===== src/rtl/cell_comm_pkg.sv =====
// Shared types, constants and helpers for the cell-comm packet arbiter.
// Latency: none (definitions only).
// Backpressure: none (definitions only).
package cell_comm_pkg;

  localparam logic [15:0] HEADER_MAGIC_DEF = 16'hA5BE;

  typedef enum logic [2:0] {
    ST_IDLE    = 3'd0,
    ST_LOC     = 3'd1,
    ST_FW      = 3'd2,
    ST_TERM    = 3'd3,
    ST_DISCARD = 3'd4
  } state_t;

  // The invalid marker on a watchdog terminator is the word MSB.
  function automatic int invalid_mark_bit(input int dw);
    return dw - 1;
  endfunction

  // Header word: magic in the top 16 bits, zero pad, FOFB index in the LSBs.
  // Built 64 bits wide; callers truncate to their data width.
  function automatic logic [63:0] build_header(input logic [15:0] magic,
                                               input logic [15:0] idx,
                                               input int          dw);
    logic [63:0] hdr;
    hdr = {48'h0, idx};
    hdr = hdr | ({48'h0, magic} << (dw - 16));
    return hdr;
  endfunction

endpackage


===== src/rtl/cell_comm_loc_serializer.sv =====
// Snapshot register and beat sequencer for the locally generated FA packet.
// Latency: header registered on the cycle after i_start; one beat per i_advance.
// Backpressure: o_data/o_last hold until i_advance; snapshot is independent of the beat in flight.
module cell_comm_loc_serializer
  import cell_comm_pkg::*;
#(
  parameter int          DATA_WIDTH     = 32,
  parameter int          FOFB_IDX_WIDTH = 9,
  parameter int          NUM_WORDS      = 3,
  parameter logic [15:0] HEADER_MAGIC   = HEADER_MAGIC_DEF
) (
  input  logic                            i_clk,
  input  logic                            i_rst,
  input  logic                            i_capture,
  input  logic [NUM_WORDS*DATA_WIDTH-1:0] i_loc_data,
  input  logic                            i_clip,
  input  logic [FOFB_IDX_WIDTH-1:0]       i_index,
  input  logic                            i_start,
  input  logic                            i_advance,
  output logic [DATA_WIDTH-1:0]           o_data,
  output logic                            o_last
);

  localparam int BEAT_W = $clog2(NUM_WORDS + 1);
  localparam int PAY_W  = NUM_WORDS * DATA_WIDTH;

  logic [PAY_W-1:0]          r_snap_words;
  logic                      r_snap_clip;
  logic [FOFB_IDX_WIDTH-1:0] r_snap_idx;
  logic [PAY_W-1:0]          r_pkt_words;
  logic                      r_pkt_clip;
  logic [BEAT_W-1:0]         r_beat;
  logic [DATA_WIDTH-1:0]     r_data;
  logic [BEAT_W-1:0]         w_sel;
  logic [DATA_WIDTH-1:0]     w_raw_word;
  logic [DATA_WIDTH-1:0]     w_next_word;

  // Snapshot of the strobe-time inputs; the top only asserts capture when nothing is pending.
  always_ff @(posedge i_clk) begin
    if (i_rst) begin
      r_snap_words <= '0;
      r_snap_clip  <= 1'b0;
      r_snap_idx   <= '0;
    end else if (i_capture) begin
      r_snap_words <= i_loc_data;
      r_snap_clip  <= i_clip;
      r_snap_idx   <= i_index;
    end
  end

  // Next payload word; the final word carries the clip flag below a cleared MSB.
  always_comb begin
    w_sel       = (int'(r_beat) < NUM_WORDS) ? r_beat : '0;
    w_raw_word  = r_pkt_words[int'(w_sel)*DATA_WIDTH +: DATA_WIDTH];
    w_next_word = w_raw_word;
    if (int'(r_beat) == NUM_WORDS - 1) begin
      w_next_word = {1'b0, r_pkt_clip, w_raw_word[DATA_WIDTH-3:0]};
    end
  end

  // Packet copy and beat register: a strobe arriving mid-packet cannot disturb the words being sent.
  always_ff @(posedge i_clk) begin
    if (i_rst) begin
      r_pkt_words <= '0;
      r_pkt_clip  <= 1'b0;
      r_beat      <= '0;
      r_data      <= '0;
    end else if (i_start) begin
      r_pkt_words <= r_snap_words;
      r_pkt_clip  <= r_snap_clip;
      r_beat      <= '0;
      r_data      <= DATA_WIDTH'(build_header(HEADER_MAGIC, 16'(r_snap_idx), DATA_WIDTH));
    end else if (i_advance && (r_beat != BEAT_W'(NUM_WORDS))) begin
      r_beat <= r_beat + BEAT_W'(1);
      r_data <= w_next_word;
    end
  end

  assign o_data = r_data;
  assign o_last = (r_beat == BEAT_W'(NUM_WORDS));

endmodule


===== src/rtl/cell_comm_packet_arbiter.sv =====
// Merges the local FA packet with forwarded rx packets onto one tx stream, switching at packet boundaries.
// Latency: local header 2 cycles after the strobe; forward path is combinational pass-through.
// Backpressure: honours txReady; stalled forwards are cut by a watchdog with an invalid-marked terminator.
module cell_comm_packet_arbiter
  import cell_comm_pkg::*;
#(
  parameter int          DATA_WIDTH     = 32,
  parameter int          FOFB_IDX_WIDTH = 9,
  parameter int          NUM_WORDS      = 3,
  parameter int          WDOG_WIDTH     = 6,
  parameter logic [15:0] HEADER_MAGIC   = HEADER_MAGIC_DEF
) (
  input  logic                            txClk,
  input  logic                            txReset,
  input  logic                            txFaStrobe,
  input  logic                            txIsClipping,
  input  logic [NUM_WORDS*DATA_WIDTH-1:0] txLocData,
  input  logic                            txFOFBvalid,
  input  logic [FOFB_IDX_WIDTH-1:0]       txFOFBindex,
  input  logic                            txAuroraChannelUp,
  input  logic                            txFwValid,
  input  logic                            txFwLast,
  input  logic [DATA_WIDTH-1:0]           txFwData,
  output logic                            txFwReady,
  output logic                            txValid,
  output logic                            txLast,
  output logic [DATA_WIDTH-1:0]           txData,
  input  logic                            txReady,
  output logic [15:0]                     txLocOverrunCount,
  output logic [15:0]                     txFwTimeoutCount
);

  localparam int INV_BIT = invalid_mark_bit(DATA_WIDTH);

  state_t                r_state;
  state_t                w_state_nxt;
  logic                  r_pending;
  logic [WDOG_WIDTH-1:0] r_wdog;
  logic [15:0]           r_loc_overrun;
  logic [15:0]           r_fw_timeout;
  logic                  w_capture;
  logic                  w_loc_start;
  logic                  w_loc_adv;
  logic                  w_fw_acc;
  logic                  w_timeout;
  logic [DATA_WIDTH-1:0] w_ser_data;
  logic                  w_ser_last;

  assign w_capture = txFaStrobe && !r_pending;

  cell_comm_loc_serializer #(
    .DATA_WIDTH    (DATA_WIDTH),
    .FOFB_IDX_WIDTH(FOFB_IDX_WIDTH),
    .NUM_WORDS     (NUM_WORDS),
    .HEADER_MAGIC  (HEADER_MAGIC)
  ) u_loc_ser (
    .i_clk     (txClk),
    .i_rst     (txReset),
    .i_capture (w_capture),
    .i_loc_data(txLocData),
    .i_clip    (txIsClipping),
    .i_index   (txFOFBindex),
    .i_start   (w_loc_start),
    .i_advance (w_loc_adv),
    .o_data    (w_ser_data),
    .o_last    (w_ser_last)
  );

  // State register.
  always_ff @(posedge txClk) begin
    if (txReset) r_state <= ST_IDLE;
    else         r_state <= w_state_nxt;
  end

  // Next-state and output mux; a dropped link forces IDLE and hides any beat in flight.
  always_comb begin
    w_state_nxt = r_state;
    txValid     = 1'b0;
    txLast      = 1'b0;
    txData      = '0;
    txFwReady   = 1'b0;
    w_loc_start = 1'b0;
    w_loc_adv   = 1'b0;
    w_fw_acc    = 1'b0;
    w_timeout   = 1'b0;
    if (!txAuroraChannelUp) begin
      txFwReady   = (r_state == ST_IDLE);
      w_state_nxt = ST_IDLE;
    end else begin
      case (r_state)
        ST_IDLE: begin
          if (r_pending) begin
            if (txFOFBvalid) begin
              w_loc_start = 1'b1;
              w_state_nxt = ST_LOC;
            end
          end else if (txFwValid) begin
            w_state_nxt = ST_FW;
          end
        end
        ST_LOC: begin
          txValid = 1'b1;
          txData  = w_ser_data;
          txLast  = w_ser_last;
          if (txReady) begin
            w_loc_adv = 1'b1;
            if (w_ser_last) w_state_nxt = ST_IDLE;
          end
        end
        ST_FW: begin
          txValid   = txFwValid;
          txData    = txFwData;
          txLast    = txFwLast;
          txFwReady = txReady;
          w_fw_acc  = txFwValid && txReady;
          if (w_fw_acc) begin
            if (txFwLast) w_state_nxt = ST_IDLE;
          end else if (r_wdog == '0) begin
            w_timeout   = 1'b1;
            w_state_nxt = ST_TERM;
          end
        end
        ST_TERM: begin
          txValid          = 1'b1;
          txData[INV_BIT]  = 1'b1;
          txLast           = 1'b1;
          if (txReady) w_state_nxt = ST_DISCARD;
        end
        ST_DISCARD: begin
          txFwReady = 1'b1;
          if (txFwValid && txFwLast) w_state_nxt = ST_IDLE;
        end
        default: w_state_nxt = ST_IDLE;
      endcase
    end
  end

  // Pending flag: set by a strobe, consumed (sent or dropped) on the first IDLE cycle.
  always_ff @(posedge txClk) begin
    if (txReset)                 r_pending <= 1'b0;
    else if (w_capture)          r_pending <= 1'b1;
    else if (r_state == ST_IDLE) r_pending <= 1'b0;
  end

  // Forward watchdog: held full outside FW and on each accepted beat, counts down on idle FW cycles.
  always_ff @(posedge txClk) begin
    if (txReset)                          r_wdog <= '1;
    else if (r_state != ST_FW || w_fw_acc) r_wdog <= '1;
    else if (r_wdog != '0)                 r_wdog <= r_wdog - WDOG_WIDTH'(1);
  end

  // Saturating status counters.
  always_ff @(posedge txClk) begin
    if (txReset) begin
      r_loc_overrun <= '0;
      r_fw_timeout  <= '0;
    end else begin
      if (txFaStrobe && r_pending && (r_loc_overrun != 16'hFFFF))
        r_loc_overrun <= r_loc_overrun + 16'd1;
      if (w_timeout && (r_fw_timeout != 16'hFFFF))
        r_fw_timeout <= r_fw_timeout + 16'd1;
    end
  end

  assign txLocOverrunCount = r_loc_overrun;
  assign txFwTimeoutCount  = r_fw_timeout;

endmodule


===== config.mk =====
export PLATFORM = sky130hd
export DESIGN_NAME = cell_comm_packet_arbiter
export DESIGN_NICKNAME = d
export VERILOG_FILES = /design/src/rtl/cell_comm_pkg.sv /design/src/rtl/cell_comm_loc_serializer.sv /design/src/rtl/cell_comm_packet_arbiter.sv
export SDC_FILE = /design/constraint.sdc
export NUM_CORES = 1
export LEC_CHECK = 0
export BUFFER_PORTS_ARGS = -buffer_cell sky130_fd_sc_hd__buf_2
export CORE_AREA = 2 2 142 144
export DETAILED_ROUTE_END_ITERATION = 8
export DIE_AREA = 0 0 144 146
export PLACE_DENSITY = 0.91
export SYNTH_ARGS = -nofsm -noshare
export SYNTH_HDL_FRONTEND = slang
export SYNTH_SLANG_ARGS = --single-unit

===== constraint.sdc =====
create_clock -name txClk -period 4.7 [get_ports txClk]
set_input_delay 0.705 -clock txClk [delete_from_list [all_inputs] [get_ports txClk]]
set_output_delay 0.705 -clock txClk [all_outputs]
set_load 0.02 [all_outputs]

==> impl_metrics.json <==
{
  "setup.worst_path.class": "reg -> out",
  "die_footprint_sq_um": 21000,
  "post_cts_buffers": 0,
  "synth_cell_types": 52,
  "cts-htree-levels": 1,
  "nNetsFinal": 1768,
  "cts_repair_resize_count": 0,
  "port_buffers": 212,
  "skew_ns": 0.0128,
  "report.final.slew_viol_count": 0,
  "crit_required_ns": 3.99,
  "worstSkewPairLatency_ns": 0.54,
  "wire_per_inst_microns": 15.8,
  "synth.area.top_cells": "dfxtp_1 (48%), nand2_1 (15%), a21oi_1 (10%)",
  "via_count_of_the_first_global_routing_pass": 9862,
  "maximum_vdd_drop_v": 0.000241,
  "most-common-layout-cells": "nand2_1 (461), dfxtp_1 (279), a21oi_1 (231)",
  "reg2reg_depth": 6,
  "grt_setup_unrepaired": "no",
  "post-synth-top-area-cell": "dfxtp_1",
  "ys_seq_area_share_pct": 48.5,
  "filler_cell_count": 1507,
  "number_of_antenna_violations_at_the_first_check_in_global_routing": 0,
  "ys.warnings.count": 0,
  "drt_first_pass_iters": 6,
  "worstSetupEndpointType": "primary output",
  "grt_start_max_net_pins": 188,
  "hp-start": "txFOFBindex[6]",
  "viasPerCell": 5.64,
  "sink_count_of_the_clock_tree": 279,
  "p_leak_nw": 5.03,
  "route.antenna.remaining_nets": 0,
  "antenna_cells": 0,
  "post-route-drc-count": 0,
  "asyncSetResetFlopFracSynth_pct": 0,
  "cts_root_buf": "clkbuf_16",
  "finalSetupViolCount": 0,
  "arrival_ns": 2.25,
  "detailedRoute.firstIterationViolations": 997,
  "syn-num-nets": 1627,
  "post_synth_edffs": 0,
  "max_stage_delay_ns": 0.71,
  "starting_utilization_of_the_core_area_pct": 59.6,
  "syn-cell-area_sq_um": 11500,
  "finalCritPeriodShare_pct": 62.8,
  "grt_first_pass_wirelength_microns": 47000,
  "dieWidth_microns": 144,
  "core_sq_um": 19300,
  "gpl.final_weighted_congestion": 0.825,
  "fmaxAchievable_mhz": 339,
  "gr-usage-all-layers_pct": 27.4,
  "ctsLongestPathBuffers": 3,
  "ys_dominant_reg_cell": "dfxtp_1",
  "cp_cell_sequence": "and2_0 -> buf_4 -> a22oi_1 -> nor2b_1 -> buf_2",
  "area_growth_pct": 16.5,
  "final_hold_viol_count": 0,
  "startpoint": "r_state[1]",
  "cts_hold_repair.buffers": 0,
  "layout.cells.most_common": "nand2_1",
  "die_h_microns": 146,
  "synthDominantCellAreaShare_pct": 48.5,
  "hpwl_microns": 19700,
  "route.vias.total": 10700,
  "power_density_nw_per_um2": 364,
  "crit_slowest_cell": "dfxtp_1",
  "worst_setup_path_start_kind": "flop",
  "final_cells": 1896,
  "finalWorstPathRequiredPeriod_ns": 2.95,
  "routed_wirelength_microns": 29900,
  "clkTransAtPathRegs_ns": 0.06,
  "io_pins": 213,
  "numPlacedInstances": 1850,
  "holdCritPathClass": "in -> reg",
  "fp-row-count": 51,
  "drv_cap": 0,
  "outcome": "finished clean",
  "worstHoldPathCells": 3,
  "syn_area_per_cell_sq_um": 7.82,
  "synth_seq_cells": 279,
  "tritoncts.num_buffers": 27,
  "crit_fanout": 31,
  "global_route.overflow_total": 0,
  "timing.max_slew.rel_slack_pct": 21.6,
  "regToRegStartpoint": "r_state[0]",
  "share_of_final_layout_standard_cells_stronger_than_drive_strength_1_pct": 16.9,
  "setup_tns_ns": 0,
  "synthesis.instances": 1473,
  "tritoncts_clock_tree": "yes",
  "max_slew.worst_pin.slew_ns": 1.18
}
## state kept, by name (all words and copies together), names as in the netlist, 2 cells and up
register	cells
txLocOverrunCount	16
r_wdog	6
u_loc_ser.o_data	32
u_loc_ser.r_beat	2
r_state	3
txFwTimeoutCount	16
u_loc_ser.r_snap_idx	9
u_loc_ser.r_pkt_words	96
u_loc_ser.r_snap_words	96
## report_power, final
group          total, mW  internal, mW  switching [mW]
Clock               2.07          1.20           0.867
Combinational      0.336         0.121           0.215
Sequential          2.49          2.44          0.0482
Total               4.89          3.76            1.13
## per-layer routing
| metal | global-route usage (%) | routed length (microns) | up-vias |
|---|---|---|---|
| li1 | - | - | 5232 |
| met1 | 37.2 | 12600 | 4936 |
| met2 | 44.6 | 14100 | 437 |
| met3 | 3.39 | 2130 | 81 |
| met4 | 10.3 | 1120 | 0 |
| met5 | 0 | 0 | - |
## final timing paths
| path | end | slack [ns] |
|---|---|---|
| worst max-delay path | txData[8] | 1.75 |
| worst min-delay path | u_loc_ser.r_snap_idx[6] | 0.41 |
| worst max register to register | u_loc_ser.o_data[17] | 1.81 |
| worst min register to register | u_loc_ser.r_pkt_words[29] | 0.44 |
## stage by stage
stage                     worst slack, ns  total power [mW]  area, sq um  util (%)  hold slack (ns)
after detailed placement             1.75              2.87        12600      65.1            0.444
after floorplan                      2.41              2.74        11500         -            0.431
final                                1.75              4.89        13400      69.4            0.407
after global routing                 1.58              5.06        13400      69.4            0.400
after global placement               1.85              2.86        12600      65.1            0.436
after CTS                            1.77              4.90        13400      69.4            0.400
## layout make-up
class	count	area (sq um)	area share (%)
flip-flops and latches	279	5590	41.6
multi-input cells	1079	5490	40.9
repair buffers	221	1150	8.55
clock buffers	40	785	5.85
well taps	265	332	2.47
clock inverters	6	58.8	0.438
inverters	6	22.5	0.168
## synth_stat cells, types with 2 or more instances
| cell | number |
|---|---|
| ha_1 | 8 |
| a21oi_1 | 231 |
| nand2b_1 | 6 |
| nand3b_1 | 3 |
| buf_6 | 2 |
| nand4_1 | 11 |
| nor3_2 | 2 |
| nor3_1 | 22 |
| o211ai_1 | 4 |
| a211oi_1 | 16 |
| clkbuf_1 | 83 |
| and3_1 | 3 |
| dfxtp_1 | 279 |
| or3_1 | 7 |
| or4_1 | 5 |
| buf_1 | 7 |
| nor2_1 | 68 |
| xnor2_1 | 7 |
| o31ai_1 | 4 |
| o22ai_1 | 10 |
| o2111ai_1 | 2 |
| and4_1 | 4 |
| xor2_1 | 12 |
| mux2_2 | 2 |
| mux2i_1 | 38 |
| buf_2 | 16 |
| nand2_1 | 461 |
| a31oi_1 | 2 |
| o21ai_0 | 35 |
| nand4b_1 | 2 |
| nor2b_1 | 38 |
| and2_1 | 2 |
| inv_1 | 6 |
| a22oi_1 | 40 |
| nand3_1 | 18 |
## critical path: cells and delay by family (launching register included)
family	cells	cell delay, ns
AOI/OAI and AO/OA	1	0.16
buffers and inverters	2	0.49
DFF	1	0.71
and+or+nand+nor	2	0.33
## cell families (layout without fill, tap and decap cells)
kind of cell               count (synthesis)  after routing  share of synthesized area (%)
AOI/OAI and AO/OA                        349            349                           16.9
xor gates and xnor gates                  19             19                           1.44
adders and majority gates                  8              8                          0.869
buffers and inverters                    115            273                           4.08
DFF                                      279            279                           48.5
muxes                                     40             40                           3.50
and+or+nand+nor                          663            663                           24.7
Note: power is estimated with default switching activity, not from simulation.
